$ cat src/rtl/fifo_wr_arbiter_if.sv
// fifo_wr_arbiter_if
// Bundles the two byte-stream request channels, the TX FIFO write port and
// the arbiter status/control signals into one interface.
//   master : arbiter side (drives READY, W_INC, WR_DATA, GNT, ERR_TIMEOUT)
//   slave  : environment side (requesters, FIFO, error clear)
// Signals:
//   REQ0_VALID/DATA/LAST, REQ0_READY  requester 0 channel
//   REQ1_VALID/DATA/LAST, REQ1_READY  requester 1 channel
//   FULL, W_INC, WR_DATA              FIFO write port
//   GNT, ERR_TIMEOUT, ERR_CLR         owner indication and watchdog flag
interface fifo_wr_arbiter_if #(
  parameter int DATA_W = 8
);
  logic              REQ0_VALID;
  logic [DATA_W-1:0] REQ0_DATA;
  logic              REQ0_LAST;
  logic              REQ0_READY;
  logic              REQ1_VALID;
  logic [DATA_W-1:0] REQ1_DATA;
  logic              REQ1_LAST;
  logic              REQ1_READY;
  logic              FULL;
  logic              W_INC;
  logic [DATA_W-1:0] WR_DATA;
  logic [1:0]        GNT;
  logic              ERR_TIMEOUT;
  logic              ERR_CLR;

  modport master (
    input  REQ0_VALID, REQ0_DATA, REQ0_LAST,
    input  REQ1_VALID, REQ1_DATA, REQ1_LAST,
    input  FULL, ERR_CLR,
    output REQ0_READY, REQ1_READY,
    output W_INC, WR_DATA, GNT, ERR_TIMEOUT
  );

  modport slave (
    output REQ0_VALID, REQ0_DATA, REQ0_LAST,
    output REQ1_VALID, REQ1_DATA, REQ1_LAST,
    output FULL, ERR_CLR,
    input  REQ0_READY, REQ1_READY,
    input  W_INC, WR_DATA, GNT, ERR_TIMEOUT
  );
endinterface

$ cat src/rtl/fifo_wr_arbiter.sv
// fifo_wr_arbiter
// Frame-atomic round-robin arbiter sharing one TX FIFO write port between two
// byte-stream requesters. The owner keeps the port until its LAST byte is
// written; a stall watchdog releases an owner that stops supplying bytes.
// Ports:
//   CLK    system clock
//   RST_n  asynchronous active-low reset
//   bus    fifo_wr_arbiter_if.master (request channels, FIFO write port,
//          GNT, ERR_TIMEOUT, ERR_CLR)
module fifo_wr_arbiter #(
  parameter int DATA_W      = 8,
  parameter int TO_W        = 8,
  parameter int TIMEOUT_CYC = 255
) (
  input logic               CLK,
  input logic               RST_n,
  fifo_wr_arbiter_if.master bus
);

  typedef enum logic {IDLE, GRANT} state_t;

  state_t            state_q, state_d;
  logic              owner_q, owner_d;
  logic              rr_ptr_q, rr_ptr_d;
  logic [TO_W-1:0]   stall_cnt_q, stall_cnt_d;
  logic              err_q, err_d;
  logic              timeout;

  logic              own_valid;
  logic [DATA_W-1:0] own_data;
  logic              own_last;

  // Mux of the current owner's channel.
  assign own_valid = owner_q ? bus.REQ1_VALID : bus.REQ0_VALID;
  assign own_data  = owner_q ? bus.REQ1_DATA  : bus.REQ0_DATA;
  assign own_last  = owner_q ? bus.REQ1_LAST  : bus.REQ0_LAST;

  always_ff @(posedge CLK or negedge RST_n) begin
    if (!RST_n) begin
      state_q     <= IDLE;
      owner_q     <= 1'b0;
      rr_ptr_q    <= 1'b0;
      stall_cnt_q <= '0;
      err_q       <= 1'b0;
    end else begin
      state_q     <= state_d;
      owner_q     <= owner_d;
      rr_ptr_q    <= rr_ptr_d;
      stall_cnt_q <= stall_cnt_d;
      err_q       <= err_d;
    end
  end

  always_comb begin
    state_d        = state_q;
    owner_d        = owner_q;
    rr_ptr_d       = rr_ptr_q;
    stall_cnt_d    = stall_cnt_q;
    timeout        = 1'b0;
    bus.REQ0_READY = 1'b0;
    bus.REQ1_READY = 1'b0;
    bus.W_INC      = 1'b0;
    bus.WR_DATA    = '0;
    bus.GNT        = 2'b00;

    case (state_q)
      IDLE: begin
        stall_cnt_d = '0;
        if (bus.REQ0_VALID || bus.REQ1_VALID) begin
          state_d = GRANT;
          if (bus.REQ0_VALID && bus.REQ1_VALID) owner_d = rr_ptr_q;
          else                                  owner_d = bus.REQ1_VALID;
        end
      end
      GRANT: begin
        bus.GNT        = owner_q ? 2'b10 : 2'b01;
        bus.REQ0_READY = !owner_q && !bus.FULL;
        bus.REQ1_READY =  owner_q && !bus.FULL;
        // FULL gates the strobe combinationally so no write lands on a full FIFO.
        bus.W_INC      = own_valid && !bus.FULL;
        bus.WR_DATA    = (own_valid && !bus.FULL) ? own_data : '0;
        if (own_valid) begin
          // A FULL-stalled byte still counts as activity for the watchdog.
          stall_cnt_d = '0;
          if (!bus.FULL && own_last) begin
            state_d  = IDLE;
            rr_ptr_d = ~owner_q;
          end
        end else if (stall_cnt_q == TO_W'(TIMEOUT_CYC - 1)) begin
          timeout  = 1'b1;
          state_d  = IDLE;
          rr_ptr_d = ~owner_q;
        end else begin
          stall_cnt_d = stall_cnt_q + 1'b1;
        end
      end
      default: state_d = IDLE;
    endcase

    // Set wins over a coincident clear.
    if (timeout)          err_d = 1'b1;
    else if (bus.ERR_CLR) err_d = 1'b0;
    else                  err_d = err_q;
  end

  assign bus.ERR_TIMEOUT = err_q;

endmodule
$ cat src/flat_wrapper.sv
// flat-port wrapper written by rule: the top's interface ports become plain ports
module fifo_wr_arbiter_flat 
#(
  parameter int DATA_W      = 8,
  parameter int TO_W        = 8,
  parameter int TIMEOUT_CYC = 255
)
  (CLK, RST_n, bus_REQ0_VALID, bus_REQ0_DATA, bus_REQ0_LAST, bus_REQ1_VALID, bus_REQ1_DATA, bus_REQ1_LAST, bus_FULL, bus_ERR_CLR, bus_REQ0_READY, bus_REQ1_READY, bus_W_INC, bus_WR_DATA, bus_GNT, bus_ERR_TIMEOUT);
  fifo_wr_arbiter_if #(.DATA_W(DATA_W)) bus_i ();
  input logic CLK;
  input logic RST_n;
  input wire logic [$bits(bus_i.REQ0_VALID)-1:0] bus_REQ0_VALID;
  input wire logic [$bits(bus_i.REQ0_DATA)-1:0] bus_REQ0_DATA;
  input wire logic [$bits(bus_i.REQ0_LAST)-1:0] bus_REQ0_LAST;
  input wire logic [$bits(bus_i.REQ1_VALID)-1:0] bus_REQ1_VALID;
  input wire logic [$bits(bus_i.REQ1_DATA)-1:0] bus_REQ1_DATA;
  input wire logic [$bits(bus_i.REQ1_LAST)-1:0] bus_REQ1_LAST;
  input wire logic [$bits(bus_i.FULL)-1:0] bus_FULL;
  input wire logic [$bits(bus_i.ERR_CLR)-1:0] bus_ERR_CLR;
  output wire logic [$bits(bus_i.REQ0_READY)-1:0] bus_REQ0_READY;
  output wire logic [$bits(bus_i.REQ1_READY)-1:0] bus_REQ1_READY;
  output wire logic [$bits(bus_i.W_INC)-1:0] bus_W_INC;
  output wire logic [$bits(bus_i.WR_DATA)-1:0] bus_WR_DATA;
  output wire logic [$bits(bus_i.GNT)-1:0] bus_GNT;
  output wire logic [$bits(bus_i.ERR_TIMEOUT)-1:0] bus_ERR_TIMEOUT;
  assign bus_i.REQ0_VALID = bus_REQ0_VALID;
  assign bus_i.REQ0_DATA = bus_REQ0_DATA;
  assign bus_i.REQ0_LAST = bus_REQ0_LAST;
  assign bus_i.REQ1_VALID = bus_REQ1_VALID;
  assign bus_i.REQ1_DATA = bus_REQ1_DATA;
  assign bus_i.REQ1_LAST = bus_REQ1_LAST;
  assign bus_i.FULL = bus_FULL;
  assign bus_i.ERR_CLR = bus_ERR_CLR;
  assign bus_REQ0_READY = bus_i.REQ0_READY;
  assign bus_REQ1_READY = bus_i.REQ1_READY;
  assign bus_W_INC = bus_i.W_INC;
  assign bus_WR_DATA = bus_i.WR_DATA;
  assign bus_GNT = bus_i.GNT;
  assign bus_ERR_TIMEOUT = bus_i.ERR_TIMEOUT;
  fifo_wr_arbiter #(.DATA_W(DATA_W), .TO_W(TO_W), .TIMEOUT_CYC(TIMEOUT_CYC)) u_core (.CLK(CLK), .RST_n(RST_n), .bus(bus_i));
endmodule
$ cat config.mk
export PLATFORM = sky130hd
export DESIGN_NAME = fifo_wr_arbiter_flat
export DESIGN_NICKNAME = d
export VERILOG_FILES = /design/src/rtl/fifo_wr_arbiter_if.sv /design/src/rtl/fifo_wr_arbiter.sv /design/src/flat_wrapper.sv
export SDC_FILE = /design/constraint.sdc
export NUM_CORES = 1
export LEC_CHECK = 0
export CAP_MARGIN = 20
export CORE_MARGIN = 4
export CORE_UTILIZATION = 39
export DETAILED_ROUTE_END_ITERATION = 12
export PLACE_DENSITY = 0.86
export SETUP_SLACK_MARGIN = 0.4
export SYNTH_ARGS = -nofsm -noshare
export SYNTH_HDL_FRONTEND = slang
export SYNTH_SLANG_ARGS = --single-unit
$ cat constraint.sdc
create_clock -name CLK -period 1.71 [get_ports CLK]
set_input_delay 0.171 -clock CLK [delete_from_list [all_inputs] [get_ports CLK]]
set_output_delay 0.171 -clock CLK [all_outputs]
set_load 0.005 [all_outputs]
==> reports/qor.yml <==
timing:
  rsz0062_at_grt: "yes"
  setup_viol: 9
  holdWs_ns: 0.215
  final_hold_viol_count: 0
  finalCritPeriodShare_pct: 112
  final.setup.worst_slack_ns: -0.212
  finalMaxSlewViolations: 0
  worstMarginPinSlew_ns: 0.559
  period_needed_ns: 1.92
  tns_ns: -1.40
  fmax_mhz: 520
  clock_skew_ns: 0.0157
  slew_headroom_pct: 62.6
clocking:
  cts_sinks: 12
  path_clk_slew_ns: 0.10
  insertion_delay_ns: 0.31
  cts_tree: "yes"
  cts-root-buf: "clkbuf_4"
  cts_htree_levels: 1
  cts_buffers: 3
  cts_buffer_depth: 2
  hold_buffers: 0
layout:
  stdcell_area_um2: 1670
  drive_gt1_share_pct: 56.7
  num-fill-cells: 55
  final_cell_mix: "clkdlybuf4s50_1 (23), buf_4 (18), buf_6 (16)"
  nNetsFinal: 184
  diodes: 0
  area_delta_synth_final_pct: 118
  final_common_cell: "clkdlybuf4s50_1"
worst_setup_path:
  r2r_end: "u_core.rr_ptr_q$_DFFE_PN0P_"
  setup.worst_path.end_class: "output pin"
  r2r_start: "u_core.owner_q$_DFFE_PN0P_"
  ff2ff_setup_slack_ns: 0.02
  cp.arrival_ns: 1.75
  crit_required_ns: 1.54
  reg2regPathDepth: 5
  crit_type: "flip-flop to output pin"
  cp_max_fo: 6
  cp-start-kind: "flip-flop"
global_route:
  gr-usage-met1_pct: 22.5
  grt_overflow: 0
  grt_pass1_vias: 999
  antenna_found_initial: 0
  grt_usage_pct: 22.1
  grt_most_used_layer: "met2"
  grt_use_met2_pct: 43.6
  grtUsageMet3_pct: 4.84
  grt_max_degree: 13
  grt_first_pass_wirelength_mm: 4.44
outcome:
  violations: "setup timing"
  status: "complete, but fails checks"
synthesis:
  avgSynthCellArea_um2: 9.04
  synth_area_um2: 768
  yosys_warnings: 0
  synth_area_leaders: "dfrtp_1 (39%), mux2i_1 (14%), nor2_1 (8.3%), ha_1 (3.3%), buf_6 (2.9%)"
  ys_types: 29
  synth_largest_area_cell: "dfrtp_1"
  synth.top_cell.area_share_pct: 39.1
  syn_inst: 85
  yosysSeqAreaShare_pct: 39.1
  ys_ff_latch: 12
  synth_nets: 111
route:
  drtIter0Drc: 21
  detail_route.wl_per_cell_um: 21.1
  ant_nets: 0
  drc: 0
  via_per_inst: 5.64
  dr_total_vias: 1026
  routed_wl_mm: 3.85
  first_pass_iters: 4
floorplanning:
  core_um2: 1800
  die_h_um: 52.4
  row_count: 15
  ios: 38
  die_area_um2: 2740
  die_w_um: 52.4
  initial_core_util_pct: 42.6
placement:
  gp_congestion: 0.825
  place_hpwl_mm: 1.80
  placed_area_um2: 1270
  port-buffer-count: 37
pwr:
  report.power.total_mw: 1.95
  power_density_nw_per_um2: 1170
  p_leak_nw: 0.765
  peakVddDrop_mv: 0.743
hold_path:
  hold_path.class: "input pin to async pin"
job:
  cap_viol_max_count: 0
## final cells by class
class,count,area [um^2],area share (%)
timing repair buffer,72,634,37.9
multi-input combinational,63,646,38.6
sequential,12,304,18.2
tap,25,31.3,1.87
inverter,6,22.5,1.35
clock buffer,4,36.3,2.17
## metrics by stage
stage | setup slack (ns) | utilization (%) | instances
3_5_place_dp | -0.361 | 70.5 | 152
4_1_cts | -0.135 | 82.2 | 172
5_1_grt | -0.233 | 92.9 | 182
3_3_place_gp | -0.307 | 70.5 | 152
6_report | -0.212 | 92.9 | 182
2_1_floorplan | 0.186 | - | 85
## flip-flops by register name, summed over array words and instances (netlist names)
register                count
u_core.stall_cnt_q          8
u_core.bus.ERR_TIMEOUT      1
u_core.owner_q              1
u_core.rr_ptr_q             1
u_core.state_q              1
## critical path: stages (launching register included)
cell and delay (ns):
dfrtp_1 0.45, mux2i_2 0.18, or3_4 0.35, buf_6 0.14, buf_4 0.14, nor2_4 0.07, buf_2 0.11
## worst max-delay path by stage
stage,startpoint,end,slack (ns),cells after the start
final,u_core.owner_q$_DFFE_PN0P_,bus_WR_DATA[5],-0.21,6
after global placement,bus_REQ1_VALID,bus_WR_DATA[6],-0.31,6
after floorplan,u_core.stall_cnt_q[0]$_DFFE_PN0P_,u_core.rr_ptr_q$_DFFE_PN0P_,0.19,7
after CTS,u_core.owner_q$_DFFE_PN0P_,bus_WR_DATA[4],-0.13,6
after detailed placement,bus_REQ0_VALID,bus_WR_DATA[3],-0.36,6
after global routing,u_core.owner_q$_DFFE_PN0P_,bus_WR_DATA[2],-0.23,6
## routing by layer
layer,part of all wire [%],wire (um)
met2,52,2000
met5,0,0
met4,4.1,156
met1,36,1380
met3,8.0,308
## synthesized netlist by cell type, drive strengths merged
| library cell | count |
|---|---|
| ha | 2 |
| nor3 | 2 |
| a21boi | 1 |
| xor2 | 2 |
| o31a | 1 |
| mux2i | 11 |
| xnor2 | 2 |
| clkbuf | 2 |
| and2 | 1 |
| o211ai | 1 |
| nor2b | 1 |
| o22ai | 1 |
| nand3 | 2 |
| nor2 | 17 |
| a31oi | 2 |
| o21ai | 1 |
| o22a | 1 |
| a211oi | 1 |
| nand4 | 1 |
| o2111ai | 2 |
| and3 | 1 |
| dfrtp | 12 |
| or2 | 1 |
| a21oi | 2 |
| or3 | 1 |
| a311oi | 2 |
| buf | 2 |
| nand2 | 4 |
| inv | 6 |
## report_power, final
group / switching [mW] / internal [mW] / leakage [nW]
sequential: 0.0745 / 0.341 / 0.152
combinational: 0.583 / 0.706 / 0.592
clock: 0.120 / 0.130 / 0.0210
## timing repair
item / 4_1_cts / 5_1_grt
pin swaps: 13 / 13
resized for setup: 84 / 26
endpoints found under the setup margin: 22 / 24
buffers inserted: 16 / 9
gates cloned: 0 / 1
## kinds of logic (layout without fill, tap and decap cells)
logic type	after synthesis	in the layout	share of synthesized area, %
compound gates	15	15	14.2
xor+xnor	4	4	4.56
fa+ha+maj	2	2	3.26
buf+inv	10	82	6.84
flops	12	12	39.1
mux	11	11	14.3
simple gates	31	31	17.8
Power figures use the tool's default switching activity.
